## config.mk

```make
export PLATFORM = sky130hd
export DESIGN_NAME = abies_audio_path_flat
export DESIGN_NICKNAME = d
export VERILOG_FILES = /design/src/rtl/abies_audio_path_if.sv /design/src/rtl/abies_audio_path.sv /design/src/flat_wrapper.sv
export SDC_FILE = /design/constraint.sdc
export NUM_CORES = 1
export LEC_CHECK = 0
export ABC_CLOCK_PERIOD_IN_PS = 7800
export CORE_ASPECT_RATIO = 0.6
export CORE_MARGIN = 5
export CORE_UTILIZATION = 40
export CTS_CLUSTER_SIZE = 14
export DETAILED_ROUTE_END_ITERATION = 16
export PLACE_DENSITY = 0.56
export SLEW_MARGIN = 15
export SYNTH_ARGS = -nofsm -noshare
export SYNTH_HDL_FRONTEND = slang
export SYNTH_SLANG_ARGS = --single-unit
```

## constraint.sdc

```tcl
create_clock -name clk -period 7.8 [get_ports clk]
set_input_delay 1.56 -clock clk [delete_from_list [all_inputs] [get_ports clk]]
set_output_delay 1.56 -clock clk [all_outputs]
set_load 0.005 [all_outputs]
```

## src/rtl/abies_audio_path_if.sv

```systemverilog
// Stream bundle for abies_audio_path: transmit frame handshake, DDS advance/sample and ADC frame input.
// The master modport is the router's view; slave is the surrounding I2S/DDS logic.
interface abies_audio_path_if #(
    parameter int DW  = 24,
    parameter int NCH = 2
);
    logic                   tx_rd_en;
    logic                   tx_rd_valid;
    logic [NCH*DW-1:0]      tx_data;
    logic                   dds_ce;
    logic                   dds_valid;
    logic signed [DW-1:0]   dds_sample;
    logic                   rx_valid;
    logic [NCH*DW-1:0]      rx_data;

    modport master (
        input  tx_rd_en,
        output tx_rd_valid,
        output tx_data,
        output dds_ce,
        input  dds_valid,
        input  dds_sample,
        input  rx_valid,
        input  rx_data
    );

    modport slave (
        output tx_rd_en,
        input  tx_rd_valid,
        input  tx_data,
        input  dds_ce,
        output dds_valid,
        output dds_sample,
        output rx_valid,
        output rx_data
    );
endinterface

```

## src/rtl/abies_audio_path.sv

```systemverilog
// Per-channel sample router: DDS / ADC loopback / saturated mix / mute, then arithmetic right shift.
// Define ABIES_PATH_STATUS_EN to add 16-bit saturating ovf/udf/miss event counters.
module abies_audio_path #(
    parameter int DW    = 24,
    parameter int NCH   = 2,
    parameter int DEPTH = 4,
    parameter int SW    = 5
) (
    input  logic                    clk,
    input  logic                    rst,
    abies_audio_path_if.master      io,
    input  logic [NCH*2-1:0]        src_sel,
    input  logic [NCH*SW-1:0]       shift,
    input  logic                    status_clr,
    output logic [$clog2(DEPTH):0]  fifo_level,
    output logic                    ovf_sticky,
    output logic                    udf_sticky,
    output logic                    miss_sticky
`ifdef ABIES_PATH_STATUS_EN
    ,
    output logic [15:0]             ovf_cnt,
    output logic [15:0]             udf_cnt,
    output logic [15:0]             miss_cnt
`endif
);

    localparam int AW = $clog2(DEPTH);
    localparam int LW = AW + 1;
    localparam int FW = NCH * DW;

    localparam logic signed [DW:0] SAT_MAX = {2'b00, {(DW-1){1'b1}}};
    localparam logic signed [DW:0] SAT_MIN = {2'b11, {(DW-1){1'b0}}};

    typedef enum logic [1:0] {IDLE, WAIT_DDS, EMIT} state_t;

    // d + a in DW+1 bits, clamped back into the DW-bit signed range.
    function automatic logic signed [DW:0] sat_add(input logic signed [DW-1:0] d,
                                                   input logic signed [DW-1:0] a);
        logic signed [DW:0] s;
        s = {d[DW-1], d} + {a[DW-1], a};
        if (s > SAT_MAX)
            s = SAT_MAX;
        else if (s < SAT_MIN)
            s = SAT_MIN;
        return s;
    endfunction

    // Arithmetic right shift with the amount clamped to DW-1 so large shifts settle at 0 or -1.
    function automatic logic signed [DW-1:0] shr_clamp(input logic signed [DW:0] v,
                                                       input logic [SW-1:0]      sh);
        logic signed [DW:0] r;
        int amt;
        amt = (int'(sh) > DW - 1) ? DW - 1 : int'(sh);
        r   = v >>> amt;
        return r[DW-1:0];
    endfunction

    function automatic logic signed [DW:0] chan_mix(input logic [1:0]           sel,
                                                    input logic signed [DW-1:0] d,
                                                    input logic signed [DW-1:0] a);
        logic signed [DW:0] v;
        case (sel)
            2'd1:    v = {d[DW-1], d};
            2'd2:    v = {a[DW-1], a};
            2'd3:    v = sat_add(d, a);
            default: v = '0;
        endcase
        return v;
    endfunction

    // Source code bit 0 marks DDS use (1, 3); bit 1 marks ADC use (2, 3).
    function automatic logic uses_bit(input logic [NCH*2-1:0] s, input int b);
        logic r;
        r = 1'b0;
        for (int c = 0; c < NCH; c++)
            r = r | s[c*2 + b];
        return r;
    endfunction

`ifdef ABIES_PATH_STATUS_EN
    function automatic logic [15:0] cnt_next(input logic [15:0] c,
                                             input logic        set,
                                             input logic        clr);
        logic [15:0] n;
        n = c;
        if (clr)
            n = '0;
        else if (set && c != 16'hFFFF)
            n = c + 16'd1;
        return n;
    endfunction
`endif

    state_t              state_q,       state_d;
    logic [NCH*2-1:0]    src_q,         src_d;
    logic [NCH*SW-1:0]   shift_q,       shift_d;
    logic                dds_ce_q,      dds_ce_d;
    logic                tx_rd_valid_q, tx_rd_valid_d;
    logic [FW-1:0]       tx_data_q,     tx_data_d;

    logic [FW-1:0]       mem_q [DEPTH];
    logic [FW-1:0]       mem_d [DEPTH];
    logic [AW-1:0]       wr_ptr_q,      wr_ptr_d;
    logic [AW-1:0]       rd_ptr_q,      rd_ptr_d;
    logic [LW-1:0]       count_q,       count_d;

    logic                ovf_q,         ovf_d;
    logic                udf_q,         udf_d;
    logic                miss_q,        miss_d;

    logic                emit;
    logic                need_adc;
    logic                fifo_empty;
    logic                fifo_full;
    logic                pop;
    logic                push;
    logic                ovf_set;
    logic                udf_set;
    logic                miss_set;
    logic [FW-1:0]       adc_frame;

    assign fifo_empty = (count_q == '0);
    assign fifo_full  = (count_q == LW'(DEPTH));
    assign need_adc   = uses_bit(src_q, 1);

    // Request sequencing. The emit work for a DDS request happens in the cycle dds_valid
    // arrives so the frame strobe lands one cycle after the sample.
    always_comb begin
        state_d  = state_q;
        src_d    = src_q;
        shift_d  = shift_q;
        dds_ce_d = 1'b0;
        emit     = 1'b0;
        case (state_q)
            IDLE: begin
                if (io.tx_rd_en) begin
                    src_d   = src_sel;
                    shift_d = shift;
                    if (uses_bit(src_sel, 0)) begin
                        dds_ce_d = 1'b1;
                        state_d  = WAIT_DDS;
                    end else begin
                        state_d  = EMIT;
                    end
                end
            end
            WAIT_DDS: begin
                if (io.dds_valid) begin
                    emit    = 1'b1;
                    state_d = IDLE;
                end
            end
            EMIT: begin
                emit    = 1'b1;
                state_d = IDLE;
            end
            default: state_d = IDLE;
        endcase
        miss_set = io.tx_rd_en && (state_q != IDLE);
    end

    assign pop       = emit && need_adc && !fifo_empty;
    assign udf_set   = emit && need_adc && fifo_empty;
    assign adc_frame = pop ? mem_q[rd_ptr_q] : '0;

    always_comb begin
        tx_rd_valid_d = emit;
        tx_data_d     = tx_data_q;
        if (emit) begin
            for (int c = 0; c < NCH; c++)
                tx_data_d[c*DW +: DW] = shr_clamp(
                    chan_mix(src_q[c*2 +: 2], io.dds_sample, adc_frame[c*DW +: DW]),
                    shift_q[c*SW +: SW]);
        end
    end

    // A full FIFO still accepts a push when the same cycle frees a slot.
    always_comb begin
        push    = io.rx_valid && (!fifo_full || pop);
        ovf_set = io.rx_valid && fifo_full && !pop;
        mem_d   = mem_q;
        if (push)
            mem_d[wr_ptr_q] = io.rx_data;
        wr_ptr_d = wr_ptr_q + AW'(push);
        rd_ptr_d = rd_ptr_q + AW'(pop);
        case ({push, pop})
            2'b10:   count_d = count_q + LW'(1);
            2'b01:   count_d = count_q - LW'(1);
            default: count_d = count_q;
        endcase
    end

    always_comb begin
        ovf_d  = status_clr ? 1'b0 : (ovf_q  | ovf_set);
        udf_d  = status_clr ? 1'b0 : (udf_q  | udf_set);
        miss_d = status_clr ? 1'b0 : (miss_q | miss_set);
    end

    always_ff @(posedge clk) begin
        mem_q   <= mem_d;
        src_q   <= src_d;
        shift_q <= shift_d;
        if (rst) begin
            state_q       <= IDLE;
            dds_ce_q      <= 1'b0;
            tx_rd_valid_q <= 1'b0;
            tx_data_q     <= '0;
            wr_ptr_q      <= '0;
            rd_ptr_q      <= '0;
            count_q       <= '0;
            ovf_q         <= 1'b0;
            udf_q         <= 1'b0;
            miss_q        <= 1'b0;
        end else begin
            state_q       <= state_d;
            dds_ce_q      <= dds_ce_d;
            tx_rd_valid_q <= tx_rd_valid_d;
            tx_data_q     <= tx_data_d;
            wr_ptr_q      <= wr_ptr_d;
            rd_ptr_q      <= rd_ptr_d;
            count_q       <= count_d;
            ovf_q         <= ovf_d;
            udf_q         <= udf_d;
            miss_q        <= miss_d;
        end
    end

`ifdef ABIES_PATH_STATUS_EN
    logic [15:0] ovf_cnt_q,  ovf_cnt_d;
    logic [15:0] udf_cnt_q,  udf_cnt_d;
    logic [15:0] miss_cnt_q, miss_cnt_d;

    always_comb begin
        ovf_cnt_d  = cnt_next(ovf_cnt_q,  ovf_set,  status_clr);
        udf_cnt_d  = cnt_next(udf_cnt_q,  udf_set,  status_clr);
        miss_cnt_d = cnt_next(miss_cnt_q, miss_set, status_clr);
    end

    always_ff @(posedge clk) begin
        if (rst) begin
            ovf_cnt_q  <= '0;
            udf_cnt_q  <= '0;
            miss_cnt_q <= '0;
        end else begin
            ovf_cnt_q  <= ovf_cnt_d;
            udf_cnt_q  <= udf_cnt_d;
            miss_cnt_q <= miss_cnt_d;
        end
    end

    assign ovf_cnt  = ovf_cnt_q;
    assign udf_cnt  = udf_cnt_q;
    assign miss_cnt = miss_cnt_q;
`endif

    assign io.tx_rd_valid = tx_rd_valid_q;
    assign io.tx_data     = tx_data_q;
    assign io.dds_ce      = dds_ce_q;
    assign fifo_level     = count_q;
    assign ovf_sticky     = ovf_q;
    assign udf_sticky     = udf_q;
    assign miss_sticky    = miss_q;

endmodule

```

## src/flat_wrapper.sv

```systemverilog
// flat-port wrapper written by rule: the top's interface ports become plain ports
module abies_audio_path_flat 
#(
    parameter int DW    = 24,
    parameter int NCH   = 2,
    parameter int DEPTH = 4,
    parameter int SW    = 5
)
  (clk, rst, src_sel, shift, status_clr, fifo_level, ovf_sticky, udf_sticky, miss_sticky, io_tx_rd_en, io_tx_rd_valid, io_tx_data, io_dds_ce, io_dds_valid, io_dds_sample, io_rx_valid, io_rx_data);
  abies_audio_path_if #(.DW(DW), .NCH(NCH)) io_i ();
  input  logic clk;
  input  logic rst;
  input  logic [NCH*2-1:0] src_sel;
  input  logic [NCH*SW-1:0] shift;
  input  logic status_clr;
  output logic [$clog2(DEPTH):0] fifo_level;
  output logic ovf_sticky;
  output logic udf_sticky;
  output logic miss_sticky;
  input wire logic [$bits(io_i.tx_rd_en)-1:0] io_tx_rd_en;
  output wire logic [$bits(io_i.tx_rd_valid)-1:0] io_tx_rd_valid;
  output wire logic [$bits(io_i.tx_data)-1:0] io_tx_data;
  output wire logic [$bits(io_i.dds_ce)-1:0] io_dds_ce;
  input wire logic [$bits(io_i.dds_valid)-1:0] io_dds_valid;
  input wire logic [$bits(io_i.dds_sample)-1:0] io_dds_sample;
  input wire logic [$bits(io_i.rx_valid)-1:0] io_rx_valid;
  input wire logic [$bits(io_i.rx_data)-1:0] io_rx_data;
  assign io_i.tx_rd_en = io_tx_rd_en;
  assign io_tx_rd_valid = io_i.tx_rd_valid;
  assign io_tx_data = io_i.tx_data;
  assign io_dds_ce = io_i.dds_ce;
  assign io_i.dds_valid = io_dds_valid;
  assign io_i.dds_sample = io_dds_sample;
  assign io_i.rx_valid = io_rx_valid;
  assign io_i.rx_data = io_rx_data;
  abies_audio_path #(.DW(DW), .NCH(NCH), .DEPTH(DEPTH), .SW(SW)) u_core (.clk(clk), .rst(rst), .io(io_i), .src_sel(src_sel), .shift(shift), .status_clr(status_clr), .fifo_level(fifo_level), .ovf_sticky(ovf_sticky), .udf_sticky(udf_sticky), .miss_sticky(miss_sticky));
endmodule
```

==> metrics.md <==
| Metric | Value |
|---|---|
| RD Place Congestion | 1.01 |
| DP HPWL | ~43000 um |
| Share of cells above drive strength 1 | 0.108 |
| Max Buffers Root-to-Sink | 3 |
| GR Overflow Total | 0 |
| Skew-Pair Late Insertion Delay | roughly 0.57 ns |
| P&R area growth vs syn | 17.4% |
| Post-Synth Adder-Cell Area | 0.0474 |
| Post-synthesis simple-gate area fraction | 0.153 |
| CTS tree | yes |
| GRT Overall Usage | 0.236 |
| Async set-or-reset flop fraction in the synthesized netlist | 0 |
| Routed wire per std cell | 23.6 um |
| Storage cell area | 0.00743 mm^2 |
| CP Class | in2reg |
| Footprint of the multi-input gates | 0.00923 mm^2 |
| Post-CTS sizing | 0 |
| Warnings from Yosys | 0 |
| DR vias | 15000 |
| Worst EP arrival | 7.46 ns |
| Syn Nets | ~1900 |
| Worst Hold Class | reg2reg |
| Post-synthesis cell type count | between 90 and 100 |
| RSZ-0062 raised after global routing | no |
| Die X | between 200 and 300 um |
| Fin Clk Skew | 0.0332 ns |
| CP required | 8.27 ns |
| Max Transition Viols Final | 0 |
| Placed insts | about 2400 |
| Fin Setup TNS | 0 ns |
| Final setup violation count | 0 |
| Maxcap violations | 0 |
| Via/cell ratio | 6.16 |
| Slew margin rel. | 0.317 |
| Inserted Clock Buffers | 26 |
| Outcome | finished, final reports clean |
| Busiest layer in global routing | met2 |
| Clk Tree Root Cell | clkbuf_16 |
| Synth Area in XOR/XNOR | 0.0194 |
| Synth Area in Compound Gates | 0.222 |
| Seq/Total Area, Yosys | 0.432 |
| Final Instance Count excl. Fillers | 2430 |
| Core area | 0.0422 mm^2 |
| #FFs+latches synth | 268 |
| Starting DRT DRC Count | 1930 |
| CP Capture Type | flop |
| Final Hold Fails | 0 |
| Cell count after synthesis | 1715 |
| Peak VDD IR | 0.154 mV |
| Initial Util | 0.408 |
| Met2 GRT Util | 0.360 |
| Maximum clock frequency | about 140 MHz |
| Postcts setup bufs | 0 |
| Startpoint Class | input pin |
| Detailed-route DRC error count | 0 |
| H-tree depth | 1 |
| P_leak | 7.16 nW |
| Die height | 171 um |
| Met1 global-route usage | 0.360 |
| Tcrit/Tclk final | 0.896 |
| Syn Area/Cell | 10.0 um^2 |
| Post-synth EDFFs | 206 |
| I/O pin cnt | 148 |
| # nets final | 1992 |
| PD cells | 175 mW/mm^2 |
| Die ar. | 0.0474 mm^2 |
| TritonRoute pass-1 iters | 5 |
| First-pass GRT wire length | between 80000 and 90000 um |
| Worst-margin pin slew | 1.01 ns |
| Vias in the first global route | 14500 |
| Largest family of logic cells by synthesized area | compound AO/OA/AOI/OAI gates |
| Drt total wl | between 50000 and 60000 um |
| Clock sinks | 268 |
| Fillers | 3906 |
| Final ANT Viol Nets | 0 |
| Port bufs | 147 |
| Initial antenna violation count | 0 |
| Mux share of post-synthesis cell area | 0.0924 |
| FP Rows | 58 |
| Antenna Cells | 0 |
| Critical Path Fanout Max | 49 |
| Ys flop type | edfxtp_1 |
| Post-Syn Area | 0.0172 mm^2 |
| Grt met3 use | 0.0464 |
| Largest net degree at the start of global routing | 52 |
| Period minus WS final | 6.99 ns |
| Clk slew on worst S/H paths | 0.06 ns |
| Cts hold-fix bufs | 0 |
power breakdown:
group          leakage, nW  internal [mW]  switching, mW  total [mW]
logic                 4.37          0.265          0.429       0.694
clock network        0.384          0.652          0.548        1.20
registers             2.40           1.61         0.0333        1.64
total                 7.16           2.52           1.01        3.53
flip-flops by register name, indices dropped and copies added (netlist names), 2 cells and up:
signal and count:
u_core.fifo_level 3, u_core.io.tx_data 48, u_core.mem_q 192, u_core.rd_ptr_q 2, u_core.shift_q 10, u_core.src_q 4
u_core.state_q 2, u_core.wr_ptr_q 2
cell usage after synthesis, types with 17 or more instances:
| master | n | area, um^2 |
|---|---|---|
| clkbuf_1 | 71 | 267 |
| inv_1 | 37 | 139 |
| a22o_1 | 18 | 158 |
| buf_2 | 21 | 105 |
| dfxtp_1 | 62 | 1240 |
| mux4_2 | 49 | 1100 |
| a22oi_1 | 33 | 248 |
| a21o_1 | 26 | 195 |
| edfxtp_1 | 206 | 6190 |
| a21oi_1 | 116 | 581 |
| nand3_1 | 42 | 210 |
| mux2_2 | 17 | 191 |
| and2_1 | 59 | 369 |
| xnor2_1 | 22 | 193 |
| ha_1 | 54 | 676 |
| o21ai_0 | 107 | 536 |
| mux2i_1 | 28 | 280 |
| nor3_1 | 50 | 250 |
| nor2_1 | 139 | 522 |
| a211oi_1 | 34 | 255 |
| a31oi_1 | 31 | 194 |
| nand2_1 | 174 | 653 |
metrics by stage:
| stage | hold WS [ns] | total power, mW | utilization | worst slack (ns) | instance area [um^2] |
|---|---|---|---|---|---|
| after floorplan | 0.435 | 2.08 | - | 1.60 | 17200 |
| after global placement | 0.426 | 2.35 | 0.460 | 0.512 | 19400 |
| after detailed placement | 0.433 | 2.35 | 0.460 | 0.453 | 19400 |
| after CTS | 0.441 | 3.56 | 0.479 | 1.05 | 20200 |
| after global routing | 0.467 | 3.70 | 0.479 | 0.552 | 20200 |
| final | 0.438 | 3.53 | 0.479 | 0.811 | 20200 |
path summary, 6_finish.rpt:
path | start | to | slack, ns | cells past startpoint
worst max-delay path | io_dds_valid | u_core.io.tx_data[35] | 0.81 | 17
worst min-delay path | u_core.io.tx_data[21] | u_core.io.tx_data[21] | 0.44 | 2
worst max register to register | u_core.rd_ptr_q[0] | u_core.io.tx_data[35] | 1.26 | 15
worst min register to register | u_core.io.tx_data[21] | u_core.io.tx_data[21] | 0.44 | 2
area by class of cell:
cell class | instances | area share
Inverter | 41 | 0.00762
Timing Repair Buffer | 201 | 0.0927
Multi-Input combinational cell | 1305 | 0.457
Sequential cell | 268 | 0.368
Clock buffer | 34 | 0.0337
Tap cell | 570 | 0.0353
Clock inverter | 11 | 0.00539
placed cells by master, fill, tap and decap left out, types with 13 or more instances in the layout:
cell	synthesis	final
ha_1	54	54
mux2_2	17	17
o21ai_0	107	107
nor3_1	50	48
a22oi_1	33	33
a211oi_1	34	34
a21o_1	26	26
dfxtp_1	62	60
edfxtp_1	206	206
and2_1	59	58
nor2_1	139	137
a22o_1	18	18
inv_1	37	37
o21a_1	15	15
buf_4	0	54
o22ai_1	16	16
o211ai_1	16	16
clkbuf_16	0	26
xnor2_1	22	22
xor2_1	16	16
a21oi_1	116	114
clkdlybuf4s50_1	0	146
nand3_1	42	42
nand2b_1	16	16
a31oi_1	31	31
mux2i_1	28	28
a221oi_1	13	13
mux4_2	49	49
nand2_1	174	174
routing by layer:
| layer | share of wire | wire length [um] | vias up |
|---|---|---|---|
| met3 | 0.088 | 5060 | 66 |
| met2 | 0.43 | 24800 | 667 |
| met1 | 0.47 | 26900 | 7362 |
| met4 | 0.012 | 710 | 0 |
| li1 | - | - | 6885 |
| met5 | 0 | 0 | - |
worst max-delay path, cell delays in order:
cell	delay (ns)
clkdlybuf4s50_1	0.54
a21oi_1	0.12
nor3_2	0.15
buf_4	0.44
and2_1	0.27
ha_1	0.32
o211ai_1	0.21
a21oi_1	0.10
o211ai_1	0.45
o21bai_4	0.21
a21oi_1	0.81
mux2i_1	0.27
mux2i_2	0.55
a21oi_1	0.35
a21oi_1	0.61
o21ai_0	0.19
a221oi_1	0.26
cell families after synthesis:
| family | Yosys count |
|---|---|
| buffers and inverters | 142 |
| and+or+nand+nor | 551 |
| adders and majority gates | 65 |
| muxes | 95 |
| AOI/OAI and AO/OA | 556 |
| xor gates and xnor gates | 38 |
| DFF | 268 |
No activity file was read; power rests on OpenSTA's default activity.
